File: src/rtl/clock_date_counter.sv
// Calendar stage: advances day/month/year/weekday (2000-2099) on the midnight pulse, with manual date set.
// Latency: date and BCD digits update on the 3rd CLKk edge after day_pulse rises; set_load writes on the next edge.
// Backpressure: none; each day_pulse rising edge is consumed once, and in set mode it is dropped.
//
// Ports:
//   CLKk            system clock, all state on rising edge
//   RST             asynchronous active-low reset
//   day_pulse       midnight pulse from the hour-tens counter (asynchronous, may stay high)
//   set_date_enable manual date-set mode
//   set_field       0 = day, 1 = month, 2 = year, 3 = weekday
//   set_value       binary value for the selected field (clamped into range)
//   set_load        one-cycle write strobe, honoured only in set mode
//   day/month/year/weekday  binary calendar (year is offset from 2000, weekday 0 = Monday)
//   day10/day1/mon10/mon1   BCD digits of day and month
//   new_month/new_year      one-cycle rollover pulses
module clock_date_counter #(
  parameter int unsigned RESET_DAY     = 1,
  parameter int unsigned RESET_MONTH   = 1,
  parameter int unsigned RESET_YEAR    = 0,
  parameter int unsigned RESET_WEEKDAY = 5
) (
  input  logic       CLKk,
  input  logic       RST,
  input  logic       day_pulse,
  input  logic       set_date_enable,
  input  logic [1:0] set_field,
  input  logic [6:0] set_value,
  input  logic       set_load,
  output logic [4:0] day,
  output logic [3:0] month,
  output logic [6:0] year,
  output logic [2:0] weekday,
  output logic [3:0] day10,
  output logic [3:0] day1,
  output logic [3:0] mon10,
  output logic [3:0] mon1,
  output logic       new_month,
  output logic       new_year
);

  localparam logic [4:0] RST_DAY     = 5'(RESET_DAY);
  localparam logic [3:0] RST_MONTH   = 4'(RESET_MONTH);
  localparam logic [6:0] RST_YEAR    = 7'(RESET_YEAR);
  localparam logic [2:0] RST_WEEKDAY = 3'(RESET_WEEKDAY);

  localparam logic [1:0] FLD_DAY     = 2'd0;
  localparam logic [1:0] FLD_MONTH   = 2'd1;
  localparam logic [1:0] FLD_YEAR    = 2'd2;
  localparam logic [1:0] FLD_WEEKDAY = 2'd3;

  // Days in month. Every year divisible by 4 in 2000-2099 is a leap year
  // (2000 included), so the low two year bits are enough.
  function automatic logic [4:0] month_len(input logic [3:0] m, input logic [6:0] y);
    logic [4:0] len;
    case (m)
      4'd4, 4'd6, 4'd9, 4'd11: len = 5'd30;
      4'd2:                    len = (y[1:0] == 2'b00) ? 5'd29 : 5'd28;
      default:                 len = 5'd31;
    endcase
    return len;
  endfunction

  function automatic logic [3:0] day_tens(input logic [4:0] v);
    logic [3:0] t;
    if (v >= 5'd30)      t = 4'd3;
    else if (v >= 5'd20) t = 4'd2;
    else if (v >= 5'd10) t = 4'd1;
    else                 t = 4'd0;
    return t;
  endfunction

  function automatic logic [3:0] day_ones(input logic [4:0] v);
    logic [4:0] r;
    if (v >= 5'd30)      r = v - 5'd30;
    else if (v >= 5'd20) r = v - 5'd20;
    else if (v >= 5'd10) r = v - 5'd10;
    else                 r = v;
    return 4'(r);
  endfunction

  function automatic logic [3:0] mon_tens(input logic [3:0] m);
    return (m >= 4'd10) ? 4'd1 : 4'd0;
  endfunction

  function automatic logic [3:0] mon_ones(input logic [3:0] m);
    return (m >= 4'd10) ? (m - 4'd10) : m;
  endfunction

  // ---------------------------------------------------------------------------
  // Pulse capture: two-flop synchronizer plus an edge-detect flop.
  // ---------------------------------------------------------------------------
  logic sync1_q, sync2_q, sync3_q;
  logic adv;

  always_ff @(posedge CLKk or negedge RST) begin
    if (!RST) begin
      sync1_q <= 1'b0;
      sync2_q <= 1'b0;
      sync3_q <= 1'b0;
    end else begin
      sync1_q <= day_pulse;
      sync2_q <= sync1_q;
      sync3_q <= sync2_q;
    end
  end

  // Single-cycle strobe on each synchronized rising edge; a held level
  // leaves sync2_q == sync3_q and never fires again.
  assign adv = sync2_q & ~sync3_q;

  // ---------------------------------------------------------------------------
  // Calendar state
  // ---------------------------------------------------------------------------
  logic [4:0] day_q, day_d;
  logic [3:0] month_q, month_d;
  logic [6:0] year_q, year_d;
  logic [2:0] weekday_q, weekday_d;
  logic       fix_q, fix_d;         // month/year was just written: re-clamp day
  logic       new_month_q, new_month_d;
  logic       new_year_q, new_year_d;
  logic [3:0] day10_q, day1_q, mon10_q, mon1_q;

  logic [4:0] cur_len;
  logic [4:0] eff_day;

  always_comb begin
    day_d       = day_q;
    month_d     = month_q;
    year_d      = year_q;
    weekday_d   = weekday_q;
    fix_d       = 1'b0;
    new_month_d = 1'b0;
    new_year_d  = 1'b0;

    cur_len = month_len(month_q, year_q);

    // The cycle after a month/year write, pull day back into the new month.
    // Any advance or day write in this cycle works from the corrected day.
    eff_day = (fix_q && (day_q > cur_len)) ? cur_len : day_q;
    day_d   = eff_day;

    if (set_date_enable) begin
      // Pending advances are dropped here; the edge detector keeps running
      // so nothing stale fires when set mode is left.
      if (set_load) begin
        case (set_field)
          FLD_DAY: begin
            // Clamped against the month/year currently in effect.
            if (set_value == 7'd0)                 day_d = 5'd1;
            else if (set_value > {2'b00, cur_len}) day_d = cur_len;
            else                                   day_d = set_value[4:0];
          end
          FLD_MONTH: begin
            if (set_value == 7'd0)       month_d = 4'd1;
            else if (set_value > 7'd12)  month_d = 4'd12;
            else                         month_d = set_value[3:0];
            fix_d = 1'b1;
          end
          FLD_YEAR: begin
            year_d = (set_value > 7'd99) ? 7'd99 : set_value;
            fix_d  = 1'b1;
          end
          FLD_WEEKDAY: begin
            weekday_d = (set_value > 7'd6) ? 3'd6 : set_value[2:0];
          end
          default: ;
        endcase
      end
    end else if (adv) begin
      weekday_d = (weekday_q >= 3'd6) ? 3'd0 : weekday_q + 3'd1;
      if (eff_day < cur_len) begin
        day_d = eff_day + 5'd1;
      end else begin
        day_d       = 5'd1;
        new_month_d = 1'b1;
        if (month_q >= 4'd12) begin
          month_d    = 4'd1;
          new_year_d = 1'b1;
          year_d     = (year_q >= 7'd99) ? 7'd0 : year_q + 7'd1;
        end else begin
          month_d = month_q + 4'd1;
        end
      end
    end
  end

  always_ff @(posedge CLKk or negedge RST) begin
    if (!RST) begin
      day_q       <= RST_DAY;
      month_q     <= RST_MONTH;
      year_q      <= RST_YEAR;
      weekday_q   <= RST_WEEKDAY;
      fix_q       <= 1'b0;
      new_month_q <= 1'b0;
      new_year_q  <= 1'b0;
      day10_q     <= day_tens(RST_DAY);
      day1_q      <= day_ones(RST_DAY);
      mon10_q     <= mon_tens(RST_MONTH);
      mon1_q      <= mon_ones(RST_MONTH);
    end else begin
      day_q       <= day_d;
      month_q     <= month_d;
      year_q      <= year_d;
      weekday_q   <= weekday_d;
      fix_q       <= fix_d;
      new_month_q <= new_month_d;
      new_year_q  <= new_year_d;
      // Digits are built from next-state values so they change on the
      // same edge as the binary fields.
      day10_q     <= day_tens(day_d);
      day1_q      <= day_ones(day_d);
      mon10_q     <= mon_tens(month_d);
      mon1_q      <= mon_ones(month_d);
    end
  end

  assign day       = day_q;
  assign month     = month_q;
  assign year      = year_q;
  assign weekday   = weekday_q;
  assign day10     = day10_q;
  assign day1      = day1_q;
  assign mon10     = mon10_q;
  assign mon1      = mon1_q;
  assign new_month = new_month_q;
  assign new_year  = new_year_q;

endmodule
File: config.mk
export PLATFORM = sky130hd
export DESIGN_NAME = clock_date_counter
export DESIGN_NICKNAME = d
export VERILOG_FILES = /design/src/rtl/clock_date_counter.sv
export SDC_FILE = /design/constraint.sdc
export NUM_CORES = 1
export LEC_CHECK = 0
export BUFFER_PORTS_ARGS = -buffer_cell sky130_fd_sc_hd__buf_2
export CAP_MARGIN = 10
export CORE_MARGIN = 4
export CORE_UTILIZATION = 60
export CTS_CLUSTER_SIZE = 20
export DETAILED_ROUTE_END_ITERATION = 10
export PLACE_DENSITY = 0.86
export REMOVE_ABC_BUFFERS = 1
export SETUP_SLACK_MARGIN = 0.02
export SYNTH_ARGS = -nofsm -noshare
export SYNTH_HDL_FRONTEND = slang
export SYNTH_SLANG_ARGS = --single-unit
File: constraint.sdc
create_clock -name CLKk -period 10.4 [get_ports CLKk]
set_input_delay 2.08 -clock CLKk [delete_from_list [all_inputs] [get_ports CLKk]]
set_output_delay 2.08 -clock CLKk [all_outputs]
set_load 0.005 [all_outputs]
==> results of run 1 <==
[cell usage after synthesis (3+ instances only)]
cell       n  area share
nor3_1     5      0.0095
dfstp_2    4       0.040
o221ai_1   3       0.010
ha_1      24        0.11
clkbuf_1   3      0.0043
a31oi_1    4      0.0095
a21oi_1   17       0.032
and3_1     4      0.0095
nor4_1     3      0.0071
nand2b_1   3      0.0071
and2_1     3      0.0071
nand2_1   16       0.023
o21ai_1    6       0.011
nor2_1    17       0.024
nor2b_1    7       0.017
o211ai_1   4       0.011
o21a_1     6       0.017
nor3b_1    3      0.0086
nand3_1   15       0.029
or3_1      3      0.0071
dfrtp_1   30        0.29
inv_1     23       0.033
o21ai_0   20       0.038
buf_4      7       0.020
[through the flow]
step           area [um^2]  hold slack [ns]  worst slack [ns]  total power [mW]  cells
6_report              2990            0.361              5.00             0.563    385
3_5_place_dp          2850            0.348              4.96             0.409    377
4_1_cts               2990            0.365              5.06             0.564    385
3_3_place_gp          2850            0.338              5.11             0.403    377
2_1_floorplan         2560            0.331              5.51             0.333    282
5_1_grt               2990            0.383              4.68             0.603    385
[metal layers]
layer	up-vias	wire length (um)	GRT usage
met1	1102	2760	0.357
met2	116	3200	0.414
met3	12	423	0.0514
met4	0	97	0.0865
li1	1159	-	-
met5	-	0	0
[sequential cells by signal, summed over array words and instances (netlist names)]
name       cells
new_month      1
mon1           4
year           7
fix_q          1
day            4
new_year       1
weekday        3
month          3
day10          2
sync3_q        1
sync2_q        1
mon10          1
day1           4
sync1_q        1
[worst paths after layout]
check	cells past startpoint	from	endpoint	slack [ns]
min in group asynchronous	1	RST	month[1]$_DFF_PN0_	1.86
worst min register to register	0	sync1_q$_DFF_PN0_	sync2_q$_DFF_PN0_	0.36
worst max-delay path	20	mon1[0]$_DFF_PN1_	day1[3]$_DFF_PN0_	5.00
worst max register to register	20	mon1[0]$_DFF_PN1_	day1[3]$_DFF_PN0_	5.00
worst min-delay path	0	sync1_q$_DFF_PN0_	sync2_q$_DFF_PN0_	0.36
max in group asynchronous	1	RST	new_month$_DFF_PN0_	8.07
[power breakdown]
| group | switching (mW) | internal, mW |
|---|---|---|
| Combinational | 0.120 | 0.0920 |
| Sequential | 0.0310 | 0.167 |
| Clock | 0.0500 | 0.102 |
| Total | 0.201 | 0.361 |
[cells by family after synthesis]
| group | Yosys count | share of synthesized area |
|---|---|---|
| other | 1 | 0.00143 |
| buffers and inverters | 37 | 0.0638 |
| and+or+nand+nor | 98 | 0.223 |
| AOI/OAI and AO/OA | 94 | 0.260 |
| xor gates and xnor gates | 1 | 0.00334 |
| adders and majority gates | 24 | 0.114 |
| DFF | 34 | 0.326 |
| muxes | 2 | 0.00810 |
[area by class of cell]
cell class	count	area share
Multi-Input combinational cell	224	0.540
Sequential cell	34	0.286
Timing Repair Buffer	45	0.0752
Inverter	24	0.0301
Clock buffer	6	0.0276
Tap cell	50	0.0209
Clock inverter	2	0.0201
[worst register-to-register path: cells and delay by family, from the launching register on]
kind	cells	cell delay, ns
buffers and inverters	3	0.40
AOI/OAI and AO/OA	6	1.37
adders and majority gates	4	1.00
muxes	1	0.41
and+or+nand+nor	6	1.51
DFF	1	0.61
==> flow_metrics.py, run 1 <==
metrics = {
    "global_route": {
        "antenna_found_initial": 0,
        "grt_pass1_vias": 2309,
        "grt_max_degree": 38,
        "grt_pass1_wl_um": 11000,
        "grt_use_total": 0.260,
        "global_route.overflow_total": 0,
    },
    "clocking": {
        "clk_latency_ns": 0.29,
        "cts_tree": "built",
        "cts_resized": 0,
        "cts_setup_buffers": 0,
        "htreeDepth": 2,
        "clk_pin_slew_ns": 0.07,
        "cts_sinks": 34,
        "clockBufferDepth": 2,
        "hold_buffers": 0,
        "numCtsBuffers": 5,
        "root_buffer": "clkbuf_8",
    },
    "setup_path": {
        "start_kind": "flip-flop",
        "cp.required_ns": 10.58,
        "worst_path_most_repeated_cell": "ha_1",
        "crit_fanout": 8,
        "path_cells": "inv_1 > ha_1 > or3b_4 > inv_1 > ha_1 > nor2b_1 > o211ai_4 > mux2_2 > ha_1 > nor2_1 > nor4b_2 > o311ai_0 > a32oi_1 > inv_1 > ha_1 > nand4_1 > o311ai_0 > nor3b_2 > o21ai_1 > o31a_1",
        "slowest_stage": "dfstp_2",
        "crit_buf_inv": 3,
        "cp-end-kind": "flip-flop",
        "worstPathArrival_ns": 5.58,
        "cp_top_family": "simple AND/OR/NAND/NOR gates",
        "worstSetupPathType": "flip-flop to flip-flop",
        "max_stage_delay_ns": 0.61,
    },
    "final_layout": {
        "mostFrequentLayoutCell": "buf_2",
        "final_nets": 372,
        "multiInputGateArea_um2": 1620,
        "area_growth_pct": 14.0,
        "regArea_um2": 856,
        "drive_gt1_frac": 0.239,
        "antenna_cells": 0,
        "n_fill_cell": 309,
        "final_cell_mix": "45 x buf_2, 30 x dfrtp_1, 24 x ha_1, 23 x inv_1, 20 x o21ai_0",
        "postLayoutCoreUtil": 0.728,
    },
    "floorplanning": {
        "initial_core_util": 0.638,
        "die_h_um": 74.2,
        "fp.dieW_um": 74.2,
        "fp-row-count": 23,
        "die_area_um2": 5500,
        "ioPinCount": 51,
        "core_um2": 4120,
    },
    "sta": {
        "post-route-min-period_ns": 5.40,
        "finalCritPeriodShare": 0.519,
        "hold_violations": 0,
        "rsz0062_at_grt": "false",
        "slew_headroom": 0.497,
        "setup_viol": 0,
        "finalClockSkew_ns": 0.00641,
        "totalNegativeSetupSlack_ns": 0,
        "drv_slew": 0,
        "worst_pin_slew_ns": 0.755,
        "max_freq_ghz": 0.185,
    },
    "place": {
        "place_hpwl_um": 4750,
        "gp_congestion": 0.900,
        "portBuffers": 45,
    },
    "synthesis": {
        "synth_edf_count": 0,
        "synthesis.area_um2": 2630,
        "avgSynthCellArea_um2": 9.02,
        "ys_seq_area_frac": 0.326,
        "async_flop_share": 1.00,
        "ys.flop_type": "dfrtp_1",
        "synth_cell_types": 68,
        "synth_cells": 291,
        "ys_ff_latch": 34,
        "yosysWarnings": 0,
    },
    "detailed_routing": {
        "vias_per_cell": 6.21,
        "dr.pass1.iters": 6,
        "wl_per_cell_um": 16.8,
        "dr.first_iter.drc_count": 230,
        "drtAntennaViolNets": 0,
        "vias": 2389,
        "routed_wirelength_um": 6480,
        "drc": 0,
    },
    "run_status": {
        "status": "completed",
    },
    "pwr": {
        "irDropWorstVdd_v": 0.000144,
        "power_per_cell_area_nw_per_um2": 188,
        "p_leak_nw": 1.35,
    },
    "min_path": {
        "hp-class": "flip-flop to flip-flop",
    },
    "job": {
        "maxCapViolCount": 0,
    },
}
No activity file was read; power rests on OpenSTA's default activity.
==> run 2, diff against run 1 <==
--- a/config.mk
+++ b/config.mk
@@ -8,10 +8,10 @@
 export BUFFER_PORTS_ARGS = -buffer_cell sky130_fd_sc_hd__buf_2
 export CAP_MARGIN = 10
 export CORE_MARGIN = 4
-export CORE_UTILIZATION = 60
+export CORE_UTILIZATION = 56
 export CTS_CLUSTER_SIZE = 20
 export DETAILED_ROUTE_END_ITERATION = 10
-export PLACE_DENSITY = 0.86
+export PLACE_DENSITY = 0.81
 export REMOVE_ABC_BUFFERS = 1
 export SETUP_SLACK_MARGIN = 0.02
 export SYNTH_ARGS = -nofsm -noshare
==> constraint.sdc (replaced) <==
create_clock -name CLKk -period 5.64 [get_ports CLKk]
set_input_delay 1.128 -clock CLKk [delete_from_list [all_inputs] [get_ports CLKk]]
set_output_delay 1.128 -clock CLKk [all_outputs]
set_load 0.005 [all_outputs]
==> flow_metrics.py, run 2 (same netlist as run 1, synthesis figures left out) <==
metrics = {
    "sta": {
        "post-route-min-period_ns": 5.32,
        "drv_slew": 0,
        "totalNegativeSetupSlack_ns": 0,
        "hold_violations": 0,
        "slew_headroom": 0.473,
        "rsz0062_at_grt": "false",
        "worst_pin_slew_ns": 0.791,
        "finalCritPeriodShare": 0.943,
        "max_freq_ghz": 0.188,
        "fin_hold_ws_ns": 0.361,
        "finalClockSkew_ns": 0.00702,
        "setup_viol": 0,
    },
    "detailed_routing": {
        "dr.pass1.iters": 5,
        "vias_per_cell": 6.17,
        "drtAntennaViolNets": 0,
        "drc": 0,
        "routed_wirelength_um": 6490,
        "dr.first_iter.drc_count": 214,
        "vias": 2387,
        "wl_per_cell_um": 16.8,
    },
    "final_layout": {
        "multiInputGateArea_um2": 1630,
        "largest_reg_flops": 7,
        "postLayoutCoreUtil": 0.668,
        "antenna_cells": 0,
        "drive_gt1_frac": 0.242,
        "n_fill_cell": 371,
        "final_cell_mix": "45 x buf_2, 30 x dfrtp_1, 24 x ha_1, 23 x inv_1, 20 x o21ai_0",
        "final_nets": 372,
        "regArea_um2": 856,
        "fin_cells": 387,
        "mostFrequentLayoutCell": "buf_2",
        "area_growth_pct": 13.1,
    },
    "global_route": {
        "grt_use_total": 0.225,
        "global_route.overflow_total": 0,
        "grt_pass1_wl_um": 10700,
        "grt_max_degree": 38,
        "antenna_found_initial": 0,
        "grt_pass1_vias": 2142,
    },
    "floorplanning": {
        "die_area_um2": 5850,
        "fp-row-count": 24,
        "die_h_um": 76.5,
        "core_um2": 4440,
        "fp.dieW_um": 76.5,
        "ioPinCount": 51,
        "initial_core_util": 0.591,
    },
    "place": {
        "gp_congestion": 0.948,
        "dp_cells": 379,
        "place_hpwl_um": 4800,
        "portBuffers": 45,
    },
    "min_path": {
        "hp-class": "flip-flop to flip-flop",
    },
    "setup_path": {
        "start_kind": "flip-flop",
        "path_cells": "inv_1 > ha_1 > or3b_4 > inv_1 > ha_1 > nor2b_1 > o211ai_4 > mux2_2 > ha_1 > nor2_1 > nor4b_2 > o311ai_0 > a32oi_2 > inv_1 > ha_1 > nand4_1 > o311ai_0 > nor3b_2 > o21ai_1 > o31a_1",
        "worst_path_most_repeated_cell": "ha_1",
        "cp-end-kind": "flip-flop",
        "cp.required_ns": 5.82,
        "worstPathArrival_ns": 5.50,
        "max_stage_delay_ns": 0.60,
        "crit_fanout": 8,
        "worstSetupPathType": "flip-flop to flip-flop",
        "slowest_stage": "dfstp_2",
    },
    "pwr": {
        "irDropWorstVdd_v": 0.000213,
        "p_leak_nw": 1.34,
        "power_per_cell_area_nw_per_um2": 332,
    },
    "clocking": {
        "hold_buffers": 0,
        "clk_latency_ns": 0.30,
        "cts_tree": "built",
        "numCtsBuffers": 5,
        "root_buffer": "clkbuf_8",
        "htreeDepth": 2,
        "cts_sinks": 34,
        "clk_pin_slew_ns": 0.07,
        "clockBufferDepth": 2,
    },
    "run_status": {
        "status": "completed",
    },
    "job": {
        "maxCapViolCount": 0,
    },
}
==> run 2: metrics by stage <==
step / power (mW) / cell area [um^2] / setup WS (ns)
2_1_floorplan: 0.614 / 2560 / 0.970
3_3_place_gp: 0.749 / 2850 / 0.644
3_5_place_dp: 0.759 / 2850 / 0.439
4_1_cts: 0.987 / 2960 / 0.322
5_1_grt: 1.06 / 2970 / 0.0328
6_report: 0.988 / 2970 / 0.323
==> run 2: worst paths after layout <==
path	cells after the start	from	slack, ns	endpoint
hold reg to reg	0	sync1_q$_DFF_PN0_	0.36	sync2_q$_DFF_PN0_
hold / removal	0	sync1_q$_DFF_PN0_	0.36	sync2_q$_DFF_PN0_
setup / recovery	20	mon1[0]$_DFF_PN1_	0.32	day1[3]$_DFF_PN0_
min in group asynchronous	1	RST	0.91	mon1[2]$_DFF_PN0_
setup reg to reg	20	mon1[0]$_DFF_PN1_	0.32	day1[3]$_DFF_PN0_
max in group asynchronous	1	RST	4.23	day1[3]$_DFF_PN0_
==> run 2: layer usage <==
metal | vias up | share of wire | GRT usage
met1 | 1132 | 0.45 | 0.315
met4 | 0 | 0.012 | 0.0707
li1 | 1147 | - | -
met5 | - | 0 | 0
met3 | 11 | 0.077 | 0.0449
met2 | 97 | 0.47 | 0.351
==> run 2: worst max-delay path: cells and delay by family, from the launching register on <==
kind / cells / cell delay [ns]
AND/OR/NAND/NOR: 6 / 1.54
AO/OA/AOI/OAI: 6 / 1.36
adder cells (fa/ha/maj): 4 / 0.97
flip-flops: 1 / 0.60
multiplexers: 1 / 0.41
buffers and inverters: 3 / 0.34
==> run 2: cell type report <==
type,instances,share of cell area
multi-input combinational,224,0.547
sequential,34,0.288
timing repair buffer,45,0.0758
inverter,24,0.0303
clock buffer,5,0.0232
tap,52,0.0219
clock inverter,3,0.0135
==> run 2: report_power, final <==
part           internal [mW]  leakage [nW]  total, mW  switching (mW)
logic                  0.172         0.880      0.395           0.223
clock network          0.130        0.0579      0.225          0.0947
registers              0.308         0.403      0.368          0.0598
total                  0.610          1.34      0.988           0.378
==> run 2: timing repair <==
item | CTS | global route
endpoints found under the hold margin | 0 | 0
setup buffers | 0 | 0
resized for setup | 0 | 1
endpoints found under the setup margin | 0 | 2
